$ cat src/rtl/comparador_pkg.sv
// Shared definitions for the comparator cell and its bit-serial controller.
package comparador_pkg;

   typedef enum logic [1:0] {
      IDLE = 2'b00,
      RUN  = 2'b01,
      DONE = 2'b10
   } state_t;

   // Carry start value: equal words must resolve to A <= B.
   localparam logic Z_INIT = 1'b1;

   function automatic int unsigned cnt_width(input int unsigned n);
      return (n > 1) ? $clog2(n) : 1;
   endfunction

endpackage

$ cat src/rtl/comparador_serial_ctrl_celda.sv
// Single right-to-left comparison cell: a higher bit that differs overrides the incoming carry.
module celda_comparador (
   input  logic z_in,
   input  logic a,
   input  logic b,
   output logic z_out
);

   always_comb begin
      z_out = z_in;
      if (a && !b) begin
         z_out = 1'b0;
      end else if (!a && b) begin
         z_out = 1'b1;
      end
   end

endmodule

$ cat src/rtl/comparador_serial_ctrl.sv
// Bit-serial A <= B comparator: captures A/B on start, walks one cell LSB first, pulses done.
module comparador_serial_ctrl
   import comparador_pkg::*;
#(
   parameter int unsigned N = 3
) (
   input  logic         clk,
   input  logic         rst_n,
   input  logic         start,
   input  logic [N-1:0] A,
   input  logic [N-1:0] B,
   output logic         busy,
   output logic         done,
   output logic         Zout
);

   localparam int unsigned CW = cnt_width(N);
   localparam logic [CW-1:0] LAST = CW'(N - 1);

   state_t        r_state;
   logic [N-1:0]  r_sa;
   logic [N-1:0]  r_sb;
   logic [CW-1:0] r_cnt;
   logic          r_z;
   logic          r_zout;
   logic          r_busy;
   logic          r_done;
   logic          w_z_next;

   celda_comparador u_celda (
      .z_in  (r_z),
      .a     (r_sa[0]),
      .b     (r_sb[0]),
      .z_out (w_z_next)
   );

   always_ff @(posedge clk or negedge rst_n) begin
      if (!rst_n) begin
         r_state <= IDLE;
         r_sa    <= '0;
         r_sb    <= '0;
         r_cnt   <= '0;
         r_z     <= Z_INIT;
         r_zout  <= 1'b0;
         r_busy  <= 1'b0;
         r_done  <= 1'b0;
      end else begin
         case (r_state)
            IDLE, DONE: begin
               r_done <= 1'b0;
               if (start) begin
                  r_state <= RUN;
                  r_busy  <= 1'b1;
                  r_sa    <= A;
                  r_sb    <= B;
                  r_z     <= Z_INIT;
                  r_cnt   <= '0;
               end else begin
                  r_state <= IDLE;
                  r_busy  <= 1'b0;
               end
            end
            RUN: begin
               r_z  <= w_z_next;
               r_sa <= r_sa >> 1;
               r_sb <= r_sb >> 1;
               // Counter holds on the last bit so it never wraps for power-of-two N.
               if (r_cnt == LAST) begin
                  r_state <= DONE;
                  r_zout  <= w_z_next;
                  r_busy  <= 1'b0;
                  r_done  <= 1'b1;
               end else begin
                  r_cnt <= r_cnt + 1'b1;
               end
            end
            default: begin
               r_state <= IDLE;
               r_busy  <= 1'b0;
               r_done  <= 1'b0;
            end
         endcase
      end
   end

   assign busy = r_busy;
   assign done = r_done;
   assign Zout = r_zout;

endmodule

$ cat config.mk
export PLATFORM = sky130hd
export DESIGN_NAME = comparador_serial_ctrl
export DESIGN_NICKNAME = d
export VERILOG_FILES = /design/src/rtl/comparador_pkg.sv /design/src/rtl/comparador_serial_ctrl_celda.sv /design/src/rtl/comparador_serial_ctrl.sv
export SDC_FILE = /design/constraint.sdc
export NUM_CORES = 1
export LEC_CHECK = 0
export BUFFER_PORTS_ARGS = -buffer_cell sky130_fd_sc_hd__buf_4
export CELL_PAD_IN_SITES_DETAIL_PLACEMENT = 0
export CELL_PAD_IN_SITES_GLOBAL_PLACEMENT = 1
export CORE_UTILIZATION = 40
export DETAILED_ROUTE_END_ITERATION = 10
export PLACE_DENSITY = 0.71
export SLEW_MARGIN = 20
export SYNTH_ARGS = -nofsm -noshare
export SYNTH_HDL_FRONTEND = slang
export SYNTH_HIERARCHICAL = 1
export SYNTH_SLANG_ARGS = --single-unit
$ cat constraint.sdc
create_clock -name clk -period 1.88 [get_ports clk]
set_clock_uncertainty 0.1 [all_clocks]
set_input_delay 0.188 -clock clk [delete_from_list [all_inputs] [get_ports clk]]
set_output_delay 0.188 -clock clk [all_outputs]
set_load 0.03 [all_outputs]
After elaboration in Yosys (flattened, before gate mapping)
Cells that the tools add are included.
{"block": "word_totals", "register_bits": 14, "output_inout_bits": 3, "inputBits": 9, "elab_cells": 44}
{"block": "classes", "n_reduce_logical": 10, "add_sub_neg": 1, "mux": 19, "n_eq_ne": 6}
{"op": "$pmux W3 S2", "n": 2}
{"op": "$mux W1", "n": 8}
{"op": "$pmux W2 S2", "n": 2}
{"op": "$mux W2", "n": 3}
{"op": "$mux W3", "n": 2}
{"op": "$ne A2 B2 Y1 const B", "n": 3}
{"op": "$eq A2 B2 Y1 const B", "n": 2}
{"op": "$pmux W1 S2", "n": 2}
{"op": "$reduce_and A2 Y1", "n": 2}
{"op": "$reduce_and A3 Y1", "n": 1}
{"op": "$add A2 B1 Y2 const B", "n": 1}
{"op": "$eq A2 B1 Y1 const B", "n": 1}
{"op": "$logic_and A1 B1 Y1", "n": 2}
{"op": "$logic_not A1 Y1", "n": 2}
{"op": "$logic_not A2 Y1", "n": 1}
{"op": "$reduce_bool A2 Y1", "n": 1}
{"op": "$reduce_or A2 Y1", "n": 1}

Longest topological paths before layout
{"block": "logic_depth", "depth_word": 5, "depth_mapped": 4, "depth_no_buf": 4}

Hierarchy
The synthesis kept the hierarchy.
{"mod": "comparador_serial_ctrl", "area_per_inst_um2": 694.4, "cells_each": 56, "n_inst": 1}
{"mod": "celda_comparador", "area_per_inst_um2": 15.0, "cells_each": 2, "n_inst": 1}

Worst setup path after synthesis
OpenSTA, ideal clock, no wires.
{"block": "synth_timing", "kind": "register to register", "start": "register r_cnt[0]", "end": "register r_cnt[1]", "arrival_ns": 1.225, "stages_incl_launch_ff": 5, "synth_period_minus_slack_ns": 1.429, "setup_ns": 0.104, "path_slack_ns": 0.451, "path_buffers": 0, "cell_sequence": "dfrtp_1 -> inv_1 -> ha_1 -> or4b_1 -> o311ai_1"}
{"block": "synth_between", "elab_chain_len": 3, "word_cells_on_any_way": 6}
{"element": "start: declaration", "line": "comparador_serial_ctrl.sv:23", "source": "logic [CW-1:0] r_cnt;"}
{"element": "start signal: assignment", "line": "comparador_serial_ctrl.sv:74", "source": "r_cnt <= r_cnt + 1'b1;"}
{"element": "$add A2 B1 Y2 / $eq A2 B2 Y1 (equally long branches)", "line": "comparador_serial_ctrl.sv:74, comparador_serial_ctrl.sv:68"}
{"element": "$mux W2 / $ne A2 B2 Y1 (equally long branches)"}
{"element": "$pmux W2 S2 / $reduce_and A3 Y1 (equally long branches)"}
Parallel ways exist; a longest one is shown, timed or not. The select of a mux whose other input is x is not followed.
A chain may end at the register's enable or synchronous reset.

Final worst setup path
Same ends and word-level chain as after synthesis.

==> impl_metrics.json <==
{
  "vias_per_cell": 5.523,
  "yosysMostFrequentCell": "mux2i_1",
  "synth_top_cells_by_count": "mux2i_1, dfrtp_1, inv_1",
  "synth_edf_count": 0,
  "initial_core_util_pct": 45.00,
  "ant_nets": 0,
  "min_path_type": "in2reg",
  "syn_area_sq_um": 709.4,
  "critPathRequiredTime_ps": 1960,
  "syn-num-nets": 68,
  "syn_inst": 58,
  "initialDrtViolationCount": 5,
  "synth-seq-cells": 14,
  "critical_path_class": "reg2reg",
  "period_needed_ps": 1505,
  "seqCellArea_sq_um": 351.6,
  "fin_util_pct": 53.57,
  "pre_cts_slack_ps": 378.5,
  "cpLargestDelayFamily": "simple AND/OR/NAND/NOR gates",
  "p_leak_nw": 0.4010,
  "r2r_slack_ps": 380,
  "numCtsBuffers": 3,
  "htreeDepth": 1,
  "worst_slew_margin_rel_pct": 76.76,
  "multi_input_area_sq_um": 317.8,
  "clock_path_buffers": 2,
  "drive_gt1_share_pct": 27.78,
  "synth-simple-area-share_pct": 9.171,
  "ys_top_cells_by_area": "dfrtp_1, mux2i_1, dfstp_2",
  "worstPathMaxFanout": 3,
  "fin_tns_setup_ps": 0,
  "diodes": 0,
  "stdcell_count": 88,
  "crit_buf_inv": 1,
  "total_power_mw": 1.310,
  "io_buffers": 11,
  "grt_pass1_vias": 491,
  "placementRows": 14,
  "num_vias": 486,
  "tightestPinTransition_ps": 348.5,
  "fp.dieArea_sq_um": 1946,
  "track_usage_pct": 15.91,
  "route.detailed.wl_per_inst_um": 13.90,
  "wl_um": 1223,
  "yosysUniqueCellTypes": 23,
  "layout.nets": 83,
  "gp_congestion": 0.6911,
  "cts_tree": "yes",
  "die_x_um": 44.12,
  "cp.arrival_ps": 1580,
  "drv_slew": 0,
  "finalInstanceArea_sq_um": 844.6,
  "syn_avg_cell_area_sq_um": 12.23,
  "synth.area.mux_share_pct": 23.28,
  "dp_hpwl_um": 847.9,
  "antenna_found_initial": 0,
  "fmax_ghz": 0.6646,
  "p_int_uw": 830.8,
  "ios": 12,
  "placed_cell_area_sq_um": 798.3,
  "cp-end-kind": "flip-flop",
  "setup_ws_ps": 375.2,
  "synthXorXnorAreaFrac_pct": 0,
  "ctsRootBufferMaster": "clkbuf_4",
  "grt_max_degree": 15,
  "maxCapViolCount": 0,
  "ys_seq_area_share_pct": 49.56,
  "drtPass1Iterations": 4,
  "synthFlopType": "dfrtp_1",
  "critPathLaunchType": "flip-flop",
  "placed_cells": 83,
  "whs_ps": 87.45,
  "fillers": 151,
  "grt_overflow_total": 0,
  "p_sw_uw": 479.0,
  "finalCritPeriodShare_pct": 80.04,
  "slowest_stage": "or4b_1",
  "syn2layout_area_growth_pct": 19.05,
  "swShare_pct": 36.57,
  "cpPeakStageDelay_ps": 500,
  "rsz0062_at_grt": "no",
  "ys_warn_count": 6,
  "synth_fa_ha_area_share_pct": 3.351,
  "placeableCoreArea_sq_um": 1577,
  "outcome": "completed",
  "cts.clk_slew.worst_paths_ps": 90,
  "comb_power_share_pct": 41.1,
  "seqPwrFrac_pct": 42.5,
  "finalSetupViolCount": 0,
  "drc": 0,
  "ir_drop_mv": 0.7581,
  "synth_top_family_by_area": "multiplexers",
  "synth_top_area_cell": "dfrtp_1",
  "final-hold-violation-count": 0,
  "grt_pass1_wl_um": 2201,
  "yosysTopAreaCellShare_pct": 45.86,
  "synth_compound_area_share_pct": 8.995,
  "die_h_um": 44.12,
  "ys_async_sr_fraction_pct": 100.0,
  "power_density_nw_per_um2": 1551,
  "cts_sinks": 14,
  "p_clk_share_pct": 16.4,
  "critical_path.cell_chain": "inv_1 -> ha_1 -> or4b_1 -> o311ai_1",
  "insertion_delay_ps": 280
}
state kept, by name, summed over array words and instances (netlist names):
name	flops
r_sb	3
r_state	2
busy	1
done	1
r_z	1
Zout	1
r_cnt	2
r_sa	3
power by group through the flow:
stage	Sequential (mW)	Combinational, mW	Clock, mW
after floorplan	0.573	0.400	0
after global placement	0.561	0.536	0
after detailed placement	0.567	0.543	0
after CTS	0.560	0.547	0.227
after global routing	0.583	0.592	0.239
final	0.557	0.538	0.215
worst min-delay path, cell delays in order:
cell     delay, ps
buf_4           70
mux2i_1         50
o21ai_1        110
worst paths after layout:
kind	from	end	depth (start not counted)
min reg2reg	busy	busy	1
max reg2reg	r_cnt[0]	r_cnt[1]	4
min in group asynchronous	rst_n	r_sa[0]	2
max	r_cnt[0]	r_cnt[1]	4
min	A[2]	r_sa[2]	3
max in group asynchronous	rst_n	r_z	2
timing repair:
action | 4_1_cts | 5_1_grt
buffers inserted | 0 | 0
gates resized for setup | 0 | 0
hold buffers | 1 | 0
hold endpoints to repair | 14 | 0
routing by layer:
| layer | GRT usage, % | wire, um | up-vias |
|---|---|---|---|
| li1 | - | - | 241 |
| met1 | 22.14 | 612 | 229 |
| met4 | 10.91 | 17 | 0 |
| met5 | 0 | 0 | - |
| met2 | 22.65 | 538 | 14 |
| met3 | 2.449 | 55 | 2 |
cell usage in the layout, fill, tap and decap left out:
| cell type | Yosys | routed |
|---|---|---|
| nand3_1 | 2 | 2 |
| buf_4 | 1 | 13 |
| dlygate4sd3_1 | 0 | 1 |
| o211ai_1 | 2 | 2 |
| a31o_1 | 1 | 1 |
| clkbuf_4 | 0 | 3 |
| dfstp_2 | 1 | 1 |
| a21oi_1 | 1 | 1 |
| a21o_1 | 1 | 1 |
| ha_1 | 1 | 1 |
| dfrtp_1 | 13 | 13 |
| maj3_2 | 1 | 1 |
| inv_1 | 3 | 3 |
| nor3b_1 | 1 | 1 |
| mux2i_1 | 15 | 15 |
| o21ai_1 | 2 | 2 |
| nor2_1 | 2 | 2 |
| or4b_1 | 2 | 2 |
| clkbuf_8 | 0 | 1 |
| nor2b_1 | 1 | 1 |
| o311ai_1 | 2 | 2 |
| and3b_1 | 1 | 1 |
| mux2_4 | 1 | 1 |
| nor3_1 | 1 | 1 |
area by class of cell:
class                      count  area share [%]
timing repair buffer          14           12.74
sequential                    14           41.63
tap                           16           2.370
inverter                       3           1.333
clock buffer                   4           4.296
multi-input combinational     37           37.63
cells by family after synthesis:
group	Yosys count
muxes	16
DFF	14
and+or+nand+nor	10
AOI/OAI and AO/OA	9
buffers and inverters	7
adders and majority gates	2
Note: power is estimated with default switching activity, not from simulation.
